===== config.mk =====
export PLATFORM = sky130hd
export DESIGN_NAME = imem_boot
export DESIGN_NICKNAME = d
export VERILOG_FILES = /design/src/rtl/imem_boot.sv
export SDC_FILE = /design/constraint.sdc
export NUM_CORES = 2
export LEC_CHECK = 0
export BUFFER_PORTS_ARGS = -buffer_cell sky130_fd_sc_hd__buf_2
export CAP_MARGIN = 30
export CORE_MARGIN = 5
export CORE_UTILIZATION = 45
export DETAILED_ROUTE_END_ITERATION = 12
export MAX_ROUTING_LAYER = met4
export PLACE_DENSITY = 0.58
export SYNTH_ARGS = -nofsm -noshare
export SYNTH_HDL_FRONTEND = slang
export SYNTH_SLANG_ARGS = --single-unit

===== constraint.sdc =====
create_clock -name clk -period 6.5 [get_ports clk]
set_input_delay 0.975 -clock clk [delete_from_list [all_inputs] [get_ports clk]]
set_output_delay 0.975 -clock clk [all_outputs]
set_load 0.005 [all_outputs]

===== src/rtl/imem_boot.sv =====
// -----------------------------------------------------------------------------
// imem_boot
//
// Loadable instruction memory for the LEGv8 pipelined core. It holds
// 2^ADDR_W words of N bits. After reset every word is cleared to NOP (0).
// A program can then be streamed in one byte at a time, most significant byte
// of each word first, while the core's fetch stage is held stalled. Fetch
// reads are combinational (REG_OUT=0) or registered with one cycle of latency
// (REG_OUT=1).
//
// Ports
//   clk          sole clock, rising edge
//   reset        synchronous reset, active low (0 = reset)
//   addr         fetch word address
//   q            fetched instruction, 0 whenever fetch_stall=1
//   fetch_stall  1 while the memory is clearing or loading; the core holds PC
//   load_en      level-sensitive program-load request
//   ld_valid     ld_byte carries a program byte
//   ld_byte      program byte
//   ld_ready     byte accepted on an edge where ld_valid & ld_ready
//   done         sticky: a load finished since reset or the last load start
//   ovf          sticky: bytes arrived after the memory was full
//   wcount       words written in the current or last load
// -----------------------------------------------------------------------------
module imem_boot #(
  parameter int N       = 32,
  parameter int ADDR_W  = 6,
  parameter int REG_OUT = 0
) (
  input  logic              clk,
  input  logic              reset,
  input  logic [ADDR_W-1:0] addr,
  output logic [N-1:0]      q,
  output logic              fetch_stall,
  input  logic              load_en,
  input  logic              ld_valid,
  input  logic [7:0]        ld_byte,
  output logic              ld_ready,
  output logic              done,
  output logic              ovf,
  output logic [ADDR_W:0]   wcount
);

  localparam int BYTES  = N / 8;
  localparam int DEPTH  = 1 << ADDR_W;
  localparam int BCNT_W = (BYTES > 1) ? $clog2(BYTES) : 1;

  typedef enum logic [1:0] {
    S_CLEAR = 2'd0,
    S_RUN   = 2'd1,
    S_LOAD  = 2'd2
  } state_t;

  state_t state_q, state_d;

  // NOTE: the array has no reset; the CLEAR state walks every word to 0 after
  // reset instead, so the memory can map onto plain RAM without a reset port.
  logic [N-1:0] mem [DEPTH];

  logic [ADDR_W-1:0] cptr_q;
  logic [ADDR_W-1:0] wptr_q;
  logic [BCNT_W-1:0] bcnt_q;
  logic [ADDR_W:0]   wcount_q;
  logic [N-1:0]      asm_q;
  logic              done_q;
  logic              ovf_q;

  logic              enter_load;
  logic              accept;
  logic              full;
  logic              last_byte;
  logic [N-1:0]      asm_shift;
  logic              mem_we;
  logic [ADDR_W-1:0] mem_waddr;
  logic [N-1:0]      mem_wdata;

  // Assembly register with the incoming byte appended at the low end. The
  // shift form also covers N=8, where no older bytes are kept.
  assign asm_shift = (asm_q << 8) | N'(ld_byte);
  assign full      = (wcount_q == (ADDR_W+1)'(DEPTH));
  assign last_byte = (bcnt_q == BCNT_W'(BYTES - 1));

  // Next state and combinational outputs.
  // NOTE: every signal gets a default first so no path leaves one unassigned,
  // which would otherwise infer a latch.
  always_comb begin
    state_d     = state_q;
    fetch_stall = 1'b1;
    ld_ready    = 1'b0;
    mem_we      = 1'b0;
    mem_waddr   = cptr_q;
    mem_wdata   = '0;
    case (state_q)
      S_CLEAR: begin
        mem_we = 1'b1;
        if (cptr_q == '1) state_d = load_en ? S_LOAD : S_RUN;
      end
      S_RUN: begin
        fetch_stall = 1'b0;
        if (load_en) state_d = S_LOAD;
      end
      S_LOAD: begin
        ld_ready = load_en;
        if (!load_en) state_d = S_RUN;
        mem_waddr = wptr_q;
        mem_wdata = asm_shift;
        mem_we    = ld_valid && load_en && !full && last_byte;
      end
      default: state_d = S_CLEAR;
    endcase
  end

  assign accept     = ld_valid && ld_ready;
  assign enter_load = (state_d == S_LOAD) && (state_q != S_LOAD);

  // NOTE: sequential state uses non-blocking assignments so every register
  // sees the pre-edge values of the others, independent of statement order.
  always_ff @(posedge clk) begin
    if (!reset) begin
      state_q  <= S_CLEAR;
      cptr_q   <= '0;
      wptr_q   <= '0;
      bcnt_q   <= '0;
      wcount_q <= '0;
      asm_q    <= '0;
      done_q   <= 1'b0;
      ovf_q    <= 1'b0;
    end else begin
      state_q <= state_d;
      // cptr wraps back to 0 on the final clear edge, ready for the next reset.
      if (state_q == S_CLEAR) cptr_q <= cptr_q + ADDR_W'(1);

      if (enter_load) begin
        wptr_q   <= '0;
        bcnt_q   <= '0;
        wcount_q <= '0;
        done_q   <= 1'b0;
        ovf_q    <= 1'b0;
      end else if (state_q == S_LOAD) begin
        if (!load_en) begin
          // Leaving LOAD: any partially assembled word is discarded.
          done_q <= 1'b1;
          bcnt_q <= '0;
        end else if (accept) begin
          if (full) begin
            // Memory full: keep draining, just flag the overflow.
            ovf_q <= 1'b1;
          end else if (last_byte) begin
            wptr_q   <= wptr_q + ADDR_W'(1);
            wcount_q <= wcount_q + (ADDR_W+1)'(1);
            bcnt_q   <= '0;
          end else begin
            asm_q  <= asm_shift;
            bcnt_q <= bcnt_q + BCNT_W'(1);
          end
        end
      end
    end
  end

  // Single write port shared by the clear walk and the loader. Writes are
  // suppressed while reset is asserted so reset always wins over a load.
  always_ff @(posedge clk) begin
    if (reset && mem_we) mem[mem_waddr] <= mem_wdata;
  end

  generate
    if (REG_OUT != 0) begin : g_reg_out
      logic [N-1:0] q_reg;
      // The register loads only when the next state is RUN. On the final
      // CLEAR edge it loads 0, which is what every word holds after the walk,
      // so the read never races the last clear write.
      always_ff @(posedge clk) begin
        if (!reset) begin
          q_reg <= '0;
        end else if (state_d == S_RUN && state_q != S_CLEAR) begin
          q_reg <= mem[addr];
        end else begin
          q_reg <= '0;
        end
      end
      assign q = q_reg;
    end else begin : g_comb_out
      assign q = (state_q == S_RUN) ? mem[addr] : '0;
    end
  endgenerate

  assign done   = done_q;
  assign ovf    = ovf_q;
  assign wcount = wcount_q;

endmodule


==> metrics.md <==
| Metric | Value |
|---|---|
| CP endpoint kind | output port |
| Largest net degree at the start of global routing | 73 |
| Vias per cell | 6.29 |
| Fraction of registers with async set/reset | 0 |
| Sequential area share after synthesis | 0.773 |
| CTS resizes | 0 |
| #FFs+latches synth | 2097 |
| Worst min-delay path class | in -> reg |
| WP data arrival | 4.59 ns |
| Cts bufs inserted | 211 |
| Largest area contributor in the netlist | edfxtp_1 |
| Port Buffer Count | 60 |
| Slowest cell on the critical path | a221oi_1 |
| Initial Utilization | 0.452 |
| # hold bufs at CTS | 0 |
| Die area | 0.188 mm² |
| CTS tree | done |
| Synthesized instance count | 3778 |
| Synth top area cells | edfxtp_1, mux4_2, dfxtp_1 |
| Share of Yosys cell area claimed by the top area cell type | 0.761 |
| Syn_area_per_cell | 21.4 µm² |
| Lkg Pwr | 29.2 nW |
| Post-place setup slack | 1.20 ns |
| Wirelength per Cell | 36.4 µm |
| DRC errors left | 0 |
| Post-layout instance count excluding filler cells | 6631 |
| Antenna violations before repair | 10 |
| Fin crit period | 5.56 ns |
| Number of synthesized flops with an enable pin | 2048 |
| Final setup vio count | 0 |
| Synthesized cell area | 0.0808 mm² |
| Status | finished, final reports clean |
| Post-route worst setup slack | 0.940 ns |
| Req. time, crit path | 5.52 ns |
| Max-cap viol count | 0 |
| Fraction of layout cells with a size suffix above 1 | 0.289 |
| Worst relative slew slack | 0.289 |
| CP startpoint kind | flip-flop |
| Final period utilization | 0.855 |
| Setup TNS Final | 0 ns |
| Layout Skew | 0.0409 ns |
| Largest delay share family, worst path | simple AND/OR/NAND/NOR gates |
| WHS | 0.388 ns |
| Drt first-iter violations | 5790 |
| Syn Nets | 3801 |
| Clock-pin slew on the worst setup and hold paths | 0.06 ns |
| Worst Tran Pin Value | 1.06 ns |
| DRT Wirelength | 242000 µm |
| Final Max Slew Viols | 0 |
| Crit path largest cell delay | 0.58 ns |
| CTS Sinks | 2097 |
| Detailed Routing Iterations Pass 1 | 6 |
| Synth Flop Type | edfxtp_1 |
| Post-CTS setup buffers | 0 |
| Clock Root Buffer | clkbuf_16 |
| Nets | 4114 |
| Total GRT Usage | 0.266 |
| Grt ovf | 0 |
| Via count | 41700 |
| Fmax | 180 MHz |
| Placed Cells | 6231 |
| Yosys warns | 0 |
| Final ANT Viol Nets | 0 |
| Core area | 0.179 mm² |
| Vias in the first global route | 40800 |
| Clock tree buffer depth | 3 |
| RSZ-0062 raised after global routing | false |
| Peak VDD IR | 0.000268 V |
| GP Congestion | 0.838 |
| Pwr dens | 295 mW/mm² |
| Row cnt | 155 |
| DP HPWL | 144000 µm |
| Die height | 434 µm |
| CTS H-tree lvls | 4 |
| Buffers plus inverters on the worst setup path | 3 |
| Final hold vios | 0 |
| Die Span X | 434 µm |
| Area growth syn-to-layout | 14.6% |
| Worst-skew pair later-pin latency | 0.86 ns |
| Critical path class | reg -> out |
| First-pass GRT wire length | 335000 µm |
| CP cell instances | nor2b_2 > buf_4 > nand2_1 > buf_4 > nor3_1 > nor3_1 > a221oi_1 > buf_2 |
| Cell variety after synth | 62 |
| Worst Path Max Fanout | 15 |
| Ports | 61 |
| Total power | 27.3 mW |
-- layout make-up --
cell class | instances | area (µm²)
clock inverters | 120 | 1120
well taps | 2355 | 2950
diodes | 6 | 15.0
multi-input cells | 1469 | 17700
flip-flops and latches | 2097 | 62500
clock buffers | 272 | 5570
repair buffers | 300 | 2670
fillers | 13900 | 86100
inverters | 12 | 50.0
-- synthesized netlist by cell type (9+ instances only) --
master,number
a211oi_1,13
a221oi_1,9
mux2_2,10
buf_1,11
nor2_1,141
nand3_1,42
nor3_1,20
o221ai_1,12
a21boi_1,19
a31oi_1,29
and2_1,41
nand2_1,232
a22oi_1,65
mux4_2,517
o22ai_1,15
dfxtp_1,49
o21ai_0,23
nor2b_1,13
o211ai_1,10
a21oi_1,63
nand4_1,10
clkbuf_1,70
buf_2,62
mux2i_1,75
buf_4,45
o21ai_1,16
edfxtp_1,2048
-- state kept, by name, summed over array words and instances (netlist names) --
name     count
cptr_q       6
done         1
mem       2048
asm_q       24
wcount       7
wptr_q       6
state_q      2
bcnt_q       2
ovf          1
-- path summary, 6_finish.rpt --
kind                    from        end  slack, ns  depth (start not counted)
setup / recovery  state_q[0]       q[4]       0.94                          8
hold / removal    ld_byte[6]   asm_q[6]       0.39                          3
setup reg to reg   wcount[0]  mem[7][5]       2.28                          9
hold reg to reg    asm_q[22]  asm_q[22]       0.46                          2
-- kinds of logic after synthesis --
family	Yosys count	synth area share
multiplexers	602	0.155
adder cells (fa/ha/maj)	5	0.000774
XOR/XNOR	13	0.00141
buffers and inverters	212	0.0143
AO/OA/AOI/OAI	314	0.0263
flip-flops	2097	0.773
AND/OR/NAND/NOR	535	0.0291
-- report_power, final --
| part | total (mW) | switching [mW] | internal, mW |
|---|---|---|---|
| Clock | 11.8 | 5.20 | 6.55 |
| Combinational | 0.865 | 0.554 | 0.311 |
| Sequential | 14.7 | 0.00999 | 14.6 |
-- worst reg2reg max path, cell delays in order (launching register included) --
cell and delay (ns):
dfxtp_1 0.43, inv_1 0.09, ha_1 0.19, nor2b_1 0.16, a31o_2 0.25, a21oi_1 0.28, nor2b_1 0.30, nand2_1 0.59
nor2_4 0.98, buf_4 0.55
-- per-stage QoR --
step	utilization	cell area, µm²
3_3_place_gp	0.478	85400
5_1_grt	0.518	92600
4_1_cts	0.518	92500
3_5_place_dp	0.480	85800
2_1_floorplan	-	80800
6_report	0.518	92600
-- layout by cell type, fill, tap and decap left out, types with 29 or more instances in the layout --
cell type and count:
edfxtp_1 2048, mux4_2 517, nand2_1 232, clkbuf_16 211, buf_4 197, mux2i_1 75, nor2_1 73, a22oi_1 65
nor2_4 64, a21oi_1 63, buf_2 57, clkbuf_1 55, dfxtp_1 49, clkinv_1 47, clkinv_2 44, nand3_1 42
buf_12 42, and2_2 32, a31oi_1 29
-- layer usage --
layer,wire length [µm],GRT usage,vias up
met5,0,-,-
met4,6660,0.0703,0
met3,22000,0.0476,344
met2,115000,0.407,2163
met1,97700,0.374,22800
li1,-,-,16400
Power figures use the tool's default switching activity.
